**src/rtl/rv32i_pkg.sv**
```systemverilog
`default_nettype none
// ============================================================================
//  rv32i_pkg : RV32I opcode constants, stall-FSM encodings, rs-use decode
//  Revision  : 1.0
// ============================================================================
package rv32i_pkg;

  localparam logic [6:0] OP_R      = 7'b0110011;
  localparam logic [6:0] OP_I      = 7'b0010011;
  localparam logic [6:0] OP_LOAD   = 7'b0000011;
  localparam logic [6:0] OP_STORE  = 7'b0100011;
  localparam logic [6:0] OP_BRANCH = 7'b1100011;
  localparam logic [6:0] OP_JALR   = 7'b1100111;

  localparam logic [1:0] ST_RUN    = 2'd0;
  localparam logic [1:0] ST_STALL  = 2'd1;
  localparam logic [1:0] ST_FREEZE = 2'd2;

  // Returns {usesRs2, usesRs1} for the given opcode.
  function automatic logic [1:0] rsUse(input logic [6:0] op);
    case (op)
      OP_R, OP_STORE, OP_BRANCH: rsUse = 2'b11;
      OP_I, OP_LOAD, OP_JALR:    rsUse = 2'b01;
      default:                   rsUse = 2'b00;
    endcase
  endfunction

endpackage
`default_nettype wire

```
**src/rtl/id_hazard_detect.sv**
```systemverilog
`default_nettype none
// ============================================================================
//  id_hazard_detect : decodes rs use in ID and computes the required stall N
//  Revision         : 1.0
// ============================================================================
module id_hazard_detect
  import rv32i_pkg::*;
(
  input  logic [6:0] ID_opcode,
  input  logic [4:0] ID_ReadRegNum1,
  input  logic [4:0] ID_ReadRegNum2,
  input  logic       EX_cntl_RegWrite,
  input  logic       EX_cntl_MemRead,
  input  logic [4:0] EX_WriteRegNum,
  input  logic       MEM_cntl_MemRead,
  input  logic [4:0] MEM_WriteRegNum,
  output logic [1:0] stallN
);

  logic [1:0] w_useRs;
  logic       w_exMatch;
  logic       w_memMatch;
  logic       w_isBranch;

  assign w_useRs = rsUse(ID_opcode);

  // x0 never creates a dependency, so a zero register number cannot match.
  assign w_exMatch  = (w_useRs[0] && (ID_ReadRegNum1 != 5'd0) && (ID_ReadRegNum1 == EX_WriteRegNum)) ||
                      (w_useRs[1] && (ID_ReadRegNum2 != 5'd0) && (ID_ReadRegNum2 == EX_WriteRegNum));
  assign w_memMatch = (w_useRs[0] && (ID_ReadRegNum1 != 5'd0) && (ID_ReadRegNum1 == MEM_WriteRegNum)) ||
                      (w_useRs[1] && (ID_ReadRegNum2 != 5'd0) && (ID_ReadRegNum2 == MEM_WriteRegNum));

  assign w_isBranch = (ID_opcode == OP_BRANCH) || (ID_opcode == OP_JALR);

  // Branches resolve in ID, so they also wait on ALU results and on loads in MEM.
  always_comb begin
    stallN = 2'd0;
    if (w_isBranch) begin
      if (EX_cntl_MemRead && w_exMatch)        stallN = 2'd2;
      else if (EX_cntl_RegWrite && w_exMatch)  stallN = 2'd1;
      else if (MEM_cntl_MemRead && w_memMatch) stallN = 2'd1;
    end else if (EX_cntl_MemRead && w_exMatch) begin
      stallN = 2'd1;
    end
  end

endmodule
`default_nettype wire

```
**src/rtl/id_stall_controller.sv**
```systemverilog
`default_nettype none
// ============================================================================
//  id_stall_controller : ID-stage stall/flush FSM with memory-freeze handling
//  Revision            : 1.0
// ============================================================================
module id_stall_controller
  import rv32i_pkg::*;
#(
  parameter int STALL_CNT_W = 16
) (
  input  logic                   clk,
  input  logic                   reset,
  input  logic [6:0]             ID_opcode,
  input  logic [4:0]             ID_ReadRegNum1,
  input  logic [4:0]             ID_ReadRegNum2,
  input  logic                   EX_cntl_RegWrite,
  input  logic                   EX_cntl_MemRead,
  input  logic [4:0]             EX_WriteRegNum,
  input  logic                   MEM_cntl_MemRead,
  input  logic [4:0]             MEM_WriteRegNum,
  input  logic                   ID_BranchTaken,
  input  logic                   MEM_Stall,
  output logic                   PC_Write,
  output logic                   IFID_Write,
  output logic                   IDEX_Bubble,
  output logic                   IFID_Flush,
  output logic [STALL_CNT_W-1:0] StallCount,
  output logic [1:0]             State
);

  logic [1:0]             r_state;
  logic [1:0]             r_cnt;
  logic [STALL_CNT_W-1:0] r_stallCount;
  logic [1:0]             w_nextState;
  logic [1:0]             w_nextCnt;
  logic [1:0]             w_stallN;

  id_hazard_detect u_hazard (
    .ID_opcode        (ID_opcode),
    .ID_ReadRegNum1   (ID_ReadRegNum1),
    .ID_ReadRegNum2   (ID_ReadRegNum2),
    .EX_cntl_RegWrite (EX_cntl_RegWrite),
    .EX_cntl_MemRead  (EX_cntl_MemRead),
    .EX_WriteRegNum   (EX_WriteRegNum),
    .MEM_cntl_MemRead (MEM_cntl_MemRead),
    .MEM_WriteRegNum  (MEM_WriteRegNum),
    .stallN           (w_stallN)
  );

  always_comb begin
    w_nextState = r_state;
    w_nextCnt   = r_cnt;
    PC_Write    = 1'b1;
    IFID_Write  = 1'b1;
    IDEX_Bubble = 1'b0;
    IFID_Flush  = 1'b0;
    if (reset) begin
      w_nextState = ST_RUN;
      w_nextCnt   = 2'd0;
    end else if (MEM_Stall) begin
      PC_Write    = 1'b0;
      IFID_Write  = 1'b0;
      w_nextState = ST_FREEZE;
    end else begin
      case (r_state)
        ST_RUN: begin
          if (w_stallN != 2'd0) begin
            PC_Write    = 1'b0;
            IFID_Write  = 1'b0;
            IDEX_Bubble = 1'b1;
            w_nextCnt   = w_stallN - 2'd1;
            w_nextState = (w_stallN > 2'd1) ? ST_STALL : ST_RUN;
          end else begin
            // An unresolved hazard above suppresses the flush implicitly.
            IFID_Flush = ID_BranchTaken;
          end
        end
        ST_STALL: begin
          PC_Write    = 1'b0;
          IFID_Write  = 1'b0;
          IDEX_Bubble = 1'b1;
          w_nextCnt   = (r_cnt != 2'd0) ? r_cnt - 2'd1 : 2'd0;
          w_nextState = (r_cnt <= 2'd1) ? ST_RUN : ST_STALL;
        end
        ST_FREEZE: begin
          // Release cycle keeps the front end held; the pending stall resumes next.
          PC_Write    = 1'b0;
          IFID_Write  = 1'b0;
          w_nextState = (r_cnt != 2'd0) ? ST_STALL : ST_RUN;
        end
        default: begin
          w_nextState = ST_RUN;
          w_nextCnt   = 2'd0;
        end
      endcase
    end
  end

  always_ff @(posedge clk or posedge reset) begin
    if (reset) begin
      r_state      <= ST_RUN;
      r_cnt        <= 2'd0;
      r_stallCount <= '0;
    end else begin
      r_state <= w_nextState;
      r_cnt   <= w_nextCnt;
      if (IDEX_Bubble && (r_stallCount != {STALL_CNT_W{1'b1}}))
        r_stallCount <= r_stallCount + 1'b1;
    end
  end

  assign State      = r_state;
  assign StallCount = r_stallCount;

endmodule
`default_nettype wire

```
**config.mk**
```make
export PLATFORM = sky130hd
export DESIGN_NAME = id_stall_controller
export DESIGN_NICKNAME = d
export VERILOG_FILES = /design/src/rtl/rv32i_pkg.sv /design/src/rtl/id_hazard_detect.sv /design/src/rtl/id_stall_controller.sv
export SDC_FILE = /design/constraint.sdc
export NUM_CORES = 1
export LEC_CHECK = 0
export CAP_MARGIN = 0
export CORE_AREA = 2 2 59 61
export CTS_CLUSTER_SIZE = 28
export DETAILED_ROUTE_END_ITERATION = 6
export DIE_AREA = 0 0 61 63
export GPL_TIMING_DRIVEN = 0
export PLACE_DENSITY_LB_ADDON = 0.08
export SYNTH_ARGS = -nofsm -noshare
export SYNTH_HDL_FRONTEND = slang
export SYNTH_SLANG_ARGS = --single-unit
```
**constraint.sdc**
```tcl
create_clock -name clk -period 6.62 [get_ports clk]
set_input_delay 1.324 -clock clk [delete_from_list [all_inputs] [get_ports clk]]
set_output_delay 1.324 -clock clk [all_outputs]
set_load 0.02 [all_outputs]
```
==> results of run 1 <==
cells by family after synthesis:
kind of cell | count (synthesis) | synth area share [%]
adders and majority gates | 2 | 1.82
muxes | 1 | 0.818
DFF | 20 | 36.4
AOI/OAI and AO/OA | 21 | 11.5
and+or+nand+nor | 62 | 24.5
xor gates and xnor gates | 35 | 22.3
buffers and inverters | 9 | 2.73
power by group through the flow:
stage          clock network [W]  logic [W]  registers [W]
4_1_cts                 0.000101  0.0000564       0.000125
3_3_place_gp                   0  0.0000553       0.000128
6_report                0.000100  0.0000559       0.000126
5_1_grt                 0.000106  0.0000605       0.000126
2_1_floorplan                  0  0.0000215       0.000129
3_5_place_dp                   0  0.0000562       0.000128
critical path: cells and delay by family:
family / cells / cell delay, ns
AOI/OAI and AO/OA: 4 / 0.81
and+or+nand+nor: 4 / 1.22
adders and majority gates: 1 / 0.28
buffers and inverters: 2 / 1.13
cell usage in the layout, fill, tap and decap left out, types with 2 or more instances in the layout:
cell	n
and4_1	2
o21ai_0	3
nand4_1	5
nor4_1	2
nor3_1	5
dfrtp_1	20
a21oi_1	4
nand2_1	8
nor2_1	13
clkbuf_4	3
or4_4	2
a31oi_1	3
inv_1	8
nand3_1	12
clkdlybuf4s50_1	55
and2_1	4
ha_1	2
xor2_1	11
xnor2_1	24
o211ai_2	2
cells in the mapped netlist, types with 3 or more instances:
cell type and n:
nor3_1 5, xor2_1 11, and2_1 4, nand4_1 5
nand2_1 8, inv_1 8, nand3_1 12, a21oi_1 4
nor2_1 13, dfrtp_1 20, a31oi_1 3, xnor2_1 24
o21ai_0 3
layer usage:
layer | vias to the layer above | share of wire [%]
met5 | - | 0
met4 | 0 | 2.1
met3 | 9 | 4.6
met2 | 52 | 53
met1 | 608 | 40
li1 | 650 | -
worst max-delay path by stage:
stage                      start          end  slack, ns  cells past startpoint
2_1_floorplan  ID_ReadRegNum2[1]     PC_Write       1.68                     10
3_3_place_gp   ID_ReadRegNum1[3]  IDEX_Bubble       0.69                     10
3_5_place_dp        ID_opcode[1]  IDEX_Bubble       0.58                     11
4_1_cts             ID_opcode[1]  IDEX_Bubble       0.58                     11
5_1_grt             ID_opcode[1]  IDEX_Bubble       0.25                     11
6_report            ID_opcode[1]  IDEX_Bubble       0.54                     11
through the flow:
stage / total power, W / hold slack [ns] / setup WS (ns)
after floorplan: 0.000151 / 0.508 / 1.68
after global placement: 0.000183 / 0.474 / 0.694
after detailed placement: 0.000184 / 0.499 / 0.581
after CTS: 0.000283 / 0.519 / 0.578
after global routing: 0.000293 / 0.533 / 0.254
final: 0.000282 / 0.507 / 0.544
registers in the layout (all words and copies together), names as in the netlist:
name,flops
StallCount,16
State,2
r_cnt,2
area by class of cell:
class	count	area, sq um	area share, %
multi-input combinational	121	838	41.2
inverter	8	30.0	1.47
timing repair buffer	55	551	27.0
clock buffer	3	22.5	1.11
tap	46	57.6	2.83
buffer	1	7.51	0.369
sequential	20	500	24.6
clock inverter	1	30.0	1.47
==> flow_metrics.env, run 1 <==
export IMPL_clkPwrFrac_pct=35.6
export IMPL_timing_rr_end="StallCount[15]"
export IMPL_setup_viol=0
export IMPL_vias_per_cell=5.17
export IMPL_htreeDepth=1
export IMPL_arrival_ns=4.75
export IMPL_whs_endpoint="StallCount[5]"
export IMPL_top_level_ports=56
export IMPL_power_leakage_nw=0.841
export IMPL_crit_path_top_delay_cell="clkdlybuf4s50_1"
export IMPL_crit_fanout=5
export IMPL_critPathKind="input pin to primary output"
export IMPL_p_seq_share_pct=44.5
export IMPL_slew_headroom_pct=48.3
export IMPL_cts_hold_buf=0
export IMPL_max_stage_delay_ns=0.65
export IMPL_avgSynthCellArea_sq_um=9.18
export IMPL_cp_cell_sequence="clkdlybuf4s50_1, and4b_1, o211ai_2, nor4_1, o21ai_0, a311oi_1, a211oi_1, ha_1, nor2b_1, and2b_1, clkdlybuf4s50_1"
export IMPL_sw_frac_of_total_pct=22.8
export IMPL_synth_nets=186
export IMPL_grt_util_met2_pct=34.5
export IMPL_drt_iter0_drc=43
export IMPL_num_rows=21
export IMPL_power_density_mw_per_mm2=138
export IMPL_area_growth_pct=48.0
export IMPL_ant_nets=0
export IMPL_ys_top_cells_by_area="dfrtp_1 (36%), xnor2_1 (15%), xor2_1 (7.0%), nand3_1 (4.4%), nor2_1 (3.5%)"
export IMPL_drive_gt1_share_pct=5.26
export IMPL_cts_buffers=3
export IMPL_routedWlPerCell_microns=13.2
export IMPL_intPower_w=0.000218
export IMPL_place_area_sq_mm=0.00198
export IMPL_die_area_sq_mm=0.00384
export IMPL_yosysTopAreaCellShare_pct=36.4
export IMPL_ys_warnings_count=0
export IMPL_seq_area_frac_synth_pct=36.4
export IMPL_fmax_ghz=0.165
export IMPL_drc=0
export IMPL_crit_path_frequent_cell="clkdlybuf4s50_1"
export IMPL_end_kind="primary output"
export IMPL_die_w_microns=61
export IMPL_r2r_start="State[1]"
export IMPL_cap_viol_max_count=0
export IMPL_globalRouteTotalUtil_pct=18.8
export IMPL_finalInstanceArea_sq_mm=0.00204
export IMPL_rrSetupSlack_ns=4.54
export IMPL_grt_overflow_total=0
export IMPL_grt_use_met1_pct=20.8
export IMPL_syn_inst=150
export IMPL_cp_required_ns=5.30
export IMPL_grt_max_degree=23
export IMPL_async_flop_share_pct=100
export IMPL_dp_cells=251
export IMPL_post_route_period_util_pct=91.8
export IMPL_num_antenna_cells=0
export IMPL_post_cts_buffers=0
export IMPL_fin_skew_ns=0.0132
export IMPL_clockBufferDepth=2
export IMPL_power_frac_comb_pct=19.8
export IMPL_finalCriticalPeriod_ns=6.08
export IMPL_root_buffer="clkbuf_4"
export IMPL_finalHoldViolations=0
export IMPL_hpwl_mm=2.78
export IMPL_final_cells=255
export IMPL_busiest_layer="met2"
export IMPL_routed_wl_mm=3.35
export IMPL_synth_edff_count=0
export IMPL_vias=1319
export IMPL_grt_pass1_vias=1347
export IMPL_timing_hold_worst_class="flip-flop to flip-flop"
export IMPL_final_util_pct=63.0
export IMPL_post_cts_resized=0
export IMPL_whs_path_depth=1
export IMPL_maxSlewViolCount=0
export IMPL_cts_sinks=20
export IMPL_ys_ff_latch=20
export IMPL_nFillCells=305
export IMPL_rsz0062_at_grt="no"
export IMPL_ir_worst_vdd_uv=83.0
export IMPL_tritoncts="done"
export IMPL_tns_ns=0
export IMPL_core_area_sq_mm=0.00323
export IMPL_dr_pass1_iters=4
export IMPL_clock_latency_ns=0.31
export IMPL_grtUsageMet3_pct=1.24
export IMPL_yosys_cell_types_count=38
export IMPL_cts_clk_slew_worst_paths_ns=0.12
export IMPL_grt_pass1_wl_mm=5.56
export IMPL_antenna_found_initial=0
export IMPL_netlist_area_sq_mm=0.00138
export IMPL_min_from="StallCount[5]"
export IMPL_die_height_microns=63
export IMPL_layout_nets=246
export IMPL_reg2regPathDepth=6
export IMPL_startpoint_type="input pin"
export IMPL_gp_congestion=0.767
export IMPL_ys_flop_type="dfrtp_1"
export IMPL_p_sw_w=0.0000642
export IMPL_yosysTopAreaCell="dfrtp_1"
export IMPL_port_buffers=55
export IMPL_initial_utilization_pct=42.6
export IMPL_tightest_slew_ns=0.775
export IMPL_status="completed"
No activity file was read; power rests on OpenSTA's default activity.
==> inputs of run 2 (changes only) <==
--- a/config.mk
+++ b/config.mk
@@ -7,7 +7,6 @@
 export LEC_CHECK = 0
 export CAP_MARGIN = 0
 export CORE_AREA = 2 2 59 61
-export CTS_CLUSTER_SIZE = 28
 export DETAILED_ROUTE_END_ITERATION = 6
 export DIE_AREA = 0 0 61 63
 export GPL_TIMING_DRIVEN = 0
==> results of run 2 <==
Final layout, timing and power as in run 1 (identical DEF).
==> inputs of run 3 (changes only) <==
--- a/config.mk
+++ b/config.mk
@@ -10,7 +10,7 @@
 export DETAILED_ROUTE_END_ITERATION = 6
 export DIE_AREA = 0 0 61 63
 export GPL_TIMING_DRIVEN = 0
-export PLACE_DENSITY_LB_ADDON = 0.08
+export PLACE_DENSITY = 0.91
 export SYNTH_ARGS = -nofsm -noshare
 export SYNTH_HDL_FRONTEND = slang
 export SYNTH_SLANG_ARGS = --single-unit
==> constraint.sdc (replaced) <==
create_clock -name clk -period 6.62 [get_ports clk]
set_input_delay 1.324 -clock clk [delete_from_list [all_inputs] [get_ports clk]]
set_output_delay 1.324 -clock clk [all_outputs]
set_load 0.01 [all_outputs]
==> flow_metrics.env, run 3 (synthesized netlist as in run 1, its figures left out) <==
export IMPL_timing_hold_worst_class="flip-flop to flip-flop"
export IMPL_r2r_start="StallCount[2]"
export IMPL_grt_pass1_wl_mm=5.26
export IMPL_core_area_sq_mm=0.00323
export IMPL_port_buffers=55
export IMPL_timing_rr_end="StallCount[10]"
export IMPL_tns_ns=0
export IMPL_startpoint_type="input pin"
export IMPL_hpwl_mm=2.66
export IMPL_maxSlewViolCount=0
export IMPL_cts_hold_buf=0
export IMPL_power_leakage_nw=0.834
export IMPL_gp_congestion=0.773
export IMPL_finalInstanceArea_sq_mm=0.00202
export IMPL_vias_per_cell=5.07
export IMPL_num_antenna_cells=0
export IMPL_cp_required_ns=5.30
export IMPL_clock_latency_ns=0.28
export IMPL_ant_nets=0
export IMPL_crit_path_frequent_cell="clkdlybuf4s50_1"
export IMPL_top_level_ports=56
export IMPL_crit_family="buffers and inverters"
export IMPL_place_area_sq_mm=0.00198
export IMPL_initial_utilization_pct=42.6
export IMPL_ir_worst_vdd_uv=63.4
export IMPL_die_w_microns=61
export IMPL_drc=0
export IMPL_post_cts_buffers=0
export IMPL_htreeDepth=1
export IMPL_post_cts_resized=0
export IMPL_fmax_ghz=0.170
export IMPL_post_route_period_util_pct=88.7
export IMPL_tightest_slew_ns=0.768
export IMPL_rsz0062_at_grt="no"
export IMPL_rrSetupSlack_ns=4.60
export IMPL_final_common_cell="clkdlybuf4s50_1"
export IMPL_routedWlPerCell_microns=12.4
export IMPL_arrival_ns=4.55
export IMPL_cts_sinks=20
export IMPL_min_from="StallCount[7]"
export IMPL_reg2regPathDepth=6
export IMPL_globalRouteTotalUtil_pct=17.2
export IMPL_cp_cell_sequence="clkdlybuf4s50_1, xnor2_1, nand4_1, or4_4, a2111oi_1, a211oi_1, ha_1, nor2b_1, and2b_1, clkdlybuf4s50_1"
export IMPL_max_stage_delay_ns=0.57
export IMPL_die_height_microns=63
export IMPL_largest_reg_flops=16
export IMPL_status="completed"
export IMPL_crit_path_top_delay_cell="clkdlybuf4s50_1"
export IMPL_vias=1294
export IMPL_layout_nets=246
export IMPL_fin_skew_ns=0.00574
export IMPL_drive_gt1_share_pct=5.26
export IMPL_whs_endpoint="StallCount[7]"
export IMPL_final_cells=255
export IMPL_crit_fanout=5
export IMPL_die_area_sq_mm=0.00384
export IMPL_worst_path_buf_inv=2
export IMPL_slew_headroom_pct=48.8
export IMPL_cts_buffers=3
export IMPL_clockBufferDepth=2
export IMPL_final_util_pct=62.5
export IMPL_whs_path_depth=1
export IMPL_grt_pass1_vias=1250
export IMPL_finalPower_w=0.000246
export IMPL_drt_iter0_drc=59
export IMPL_num_rows=21
export IMPL_routed_wl_mm=3.16
export IMPL_dr_pass1_iters=6
export IMPL_dp_cells=251
export IMPL_root_buffer="clkbuf_4"
export IMPL_power_density_mw_per_mm2=122
export IMPL_grt_max_degree=23
export IMPL_antenna_found_initial=0
export IMPL_critPathKind="input pin to primary output"
export IMPL_finalHoldViolations=0
export IMPL_area_growth_pct=46.8
export IMPL_end_kind="primary output"
export IMPL_finalCriticalPeriod_ns=5.87
export IMPL_tritoncts="done"
export IMPL_grt_overflow_total=0
export IMPL_final_cell_mix="clkdlybuf4s50_1 (55), xnor2_1 (24), dfrtp_1 (20), nor2_1 (13), nand3_1 (12)"
export IMPL_cap_viol_max_count=0
export IMPL_setup_viol=0
export IMPL_cts_clk_slew_worst_paths_ns=0.10
==> run 3: cell type report <==
cell class	count	area (sq um)
Sequential cell	20	500
Inverter	8	30.0
Buffer	1	7.51
Clock buffer	4	36.3
Multi-Input combinational cell	121	838
Fill cell	287	1210
Timing Repair Buffer	55	551
Tap cell	46	57.6
==> run 3: power by group <==
group	switching (W)	internal (W)
logic	0.0000215	0.0000329
registers	0.00000186	0.000123
clock network	0.0000324	0.0000334
==> run 3: worst max path at each step <==
stage / startpoint / to / slack [ns] / cells past startpoint
2_1_floorplan: ID_opcode[3] / PC_Write / 1.92 / 10
3_3_place_gp: ID_ReadRegNum1[2] / IDEX_Bubble / 0.79 / 10
3_5_place_dp: ID_ReadRegNum1[3] / IDEX_Bubble / 0.74 / 10
4_1_cts: ID_ReadRegNum1[3] / IDEX_Bubble / 0.72 / 10
5_1_grt: ID_ReadRegNum1[3] / IDEX_Bubble / 0.59 / 10
6_report: ID_ReadRegNum1[3] / IDEX_Bubble / 0.75 / 10
==> run 3: layer usage <==
layer  vias to the layer above  wire (microns)  track usage (%)
li1                        653               -                -
met1                       586            1280             21.4
met2                        49            1640             30.8
met3                         6             189             1.86
met4                         0              51             4.08
met5                         -               0                0
==> run 3: through the flow <==
step | hold WS [ns] | setup slack [ns]
after global placement | 0.476 | 0.786
after detailed placement | 0.496 | 0.740
after floorplan | 0.508 | 1.92
final | 0.510 | 0.751
after global routing | 0.533 | 0.589
after CTS | 0.511 | 0.722
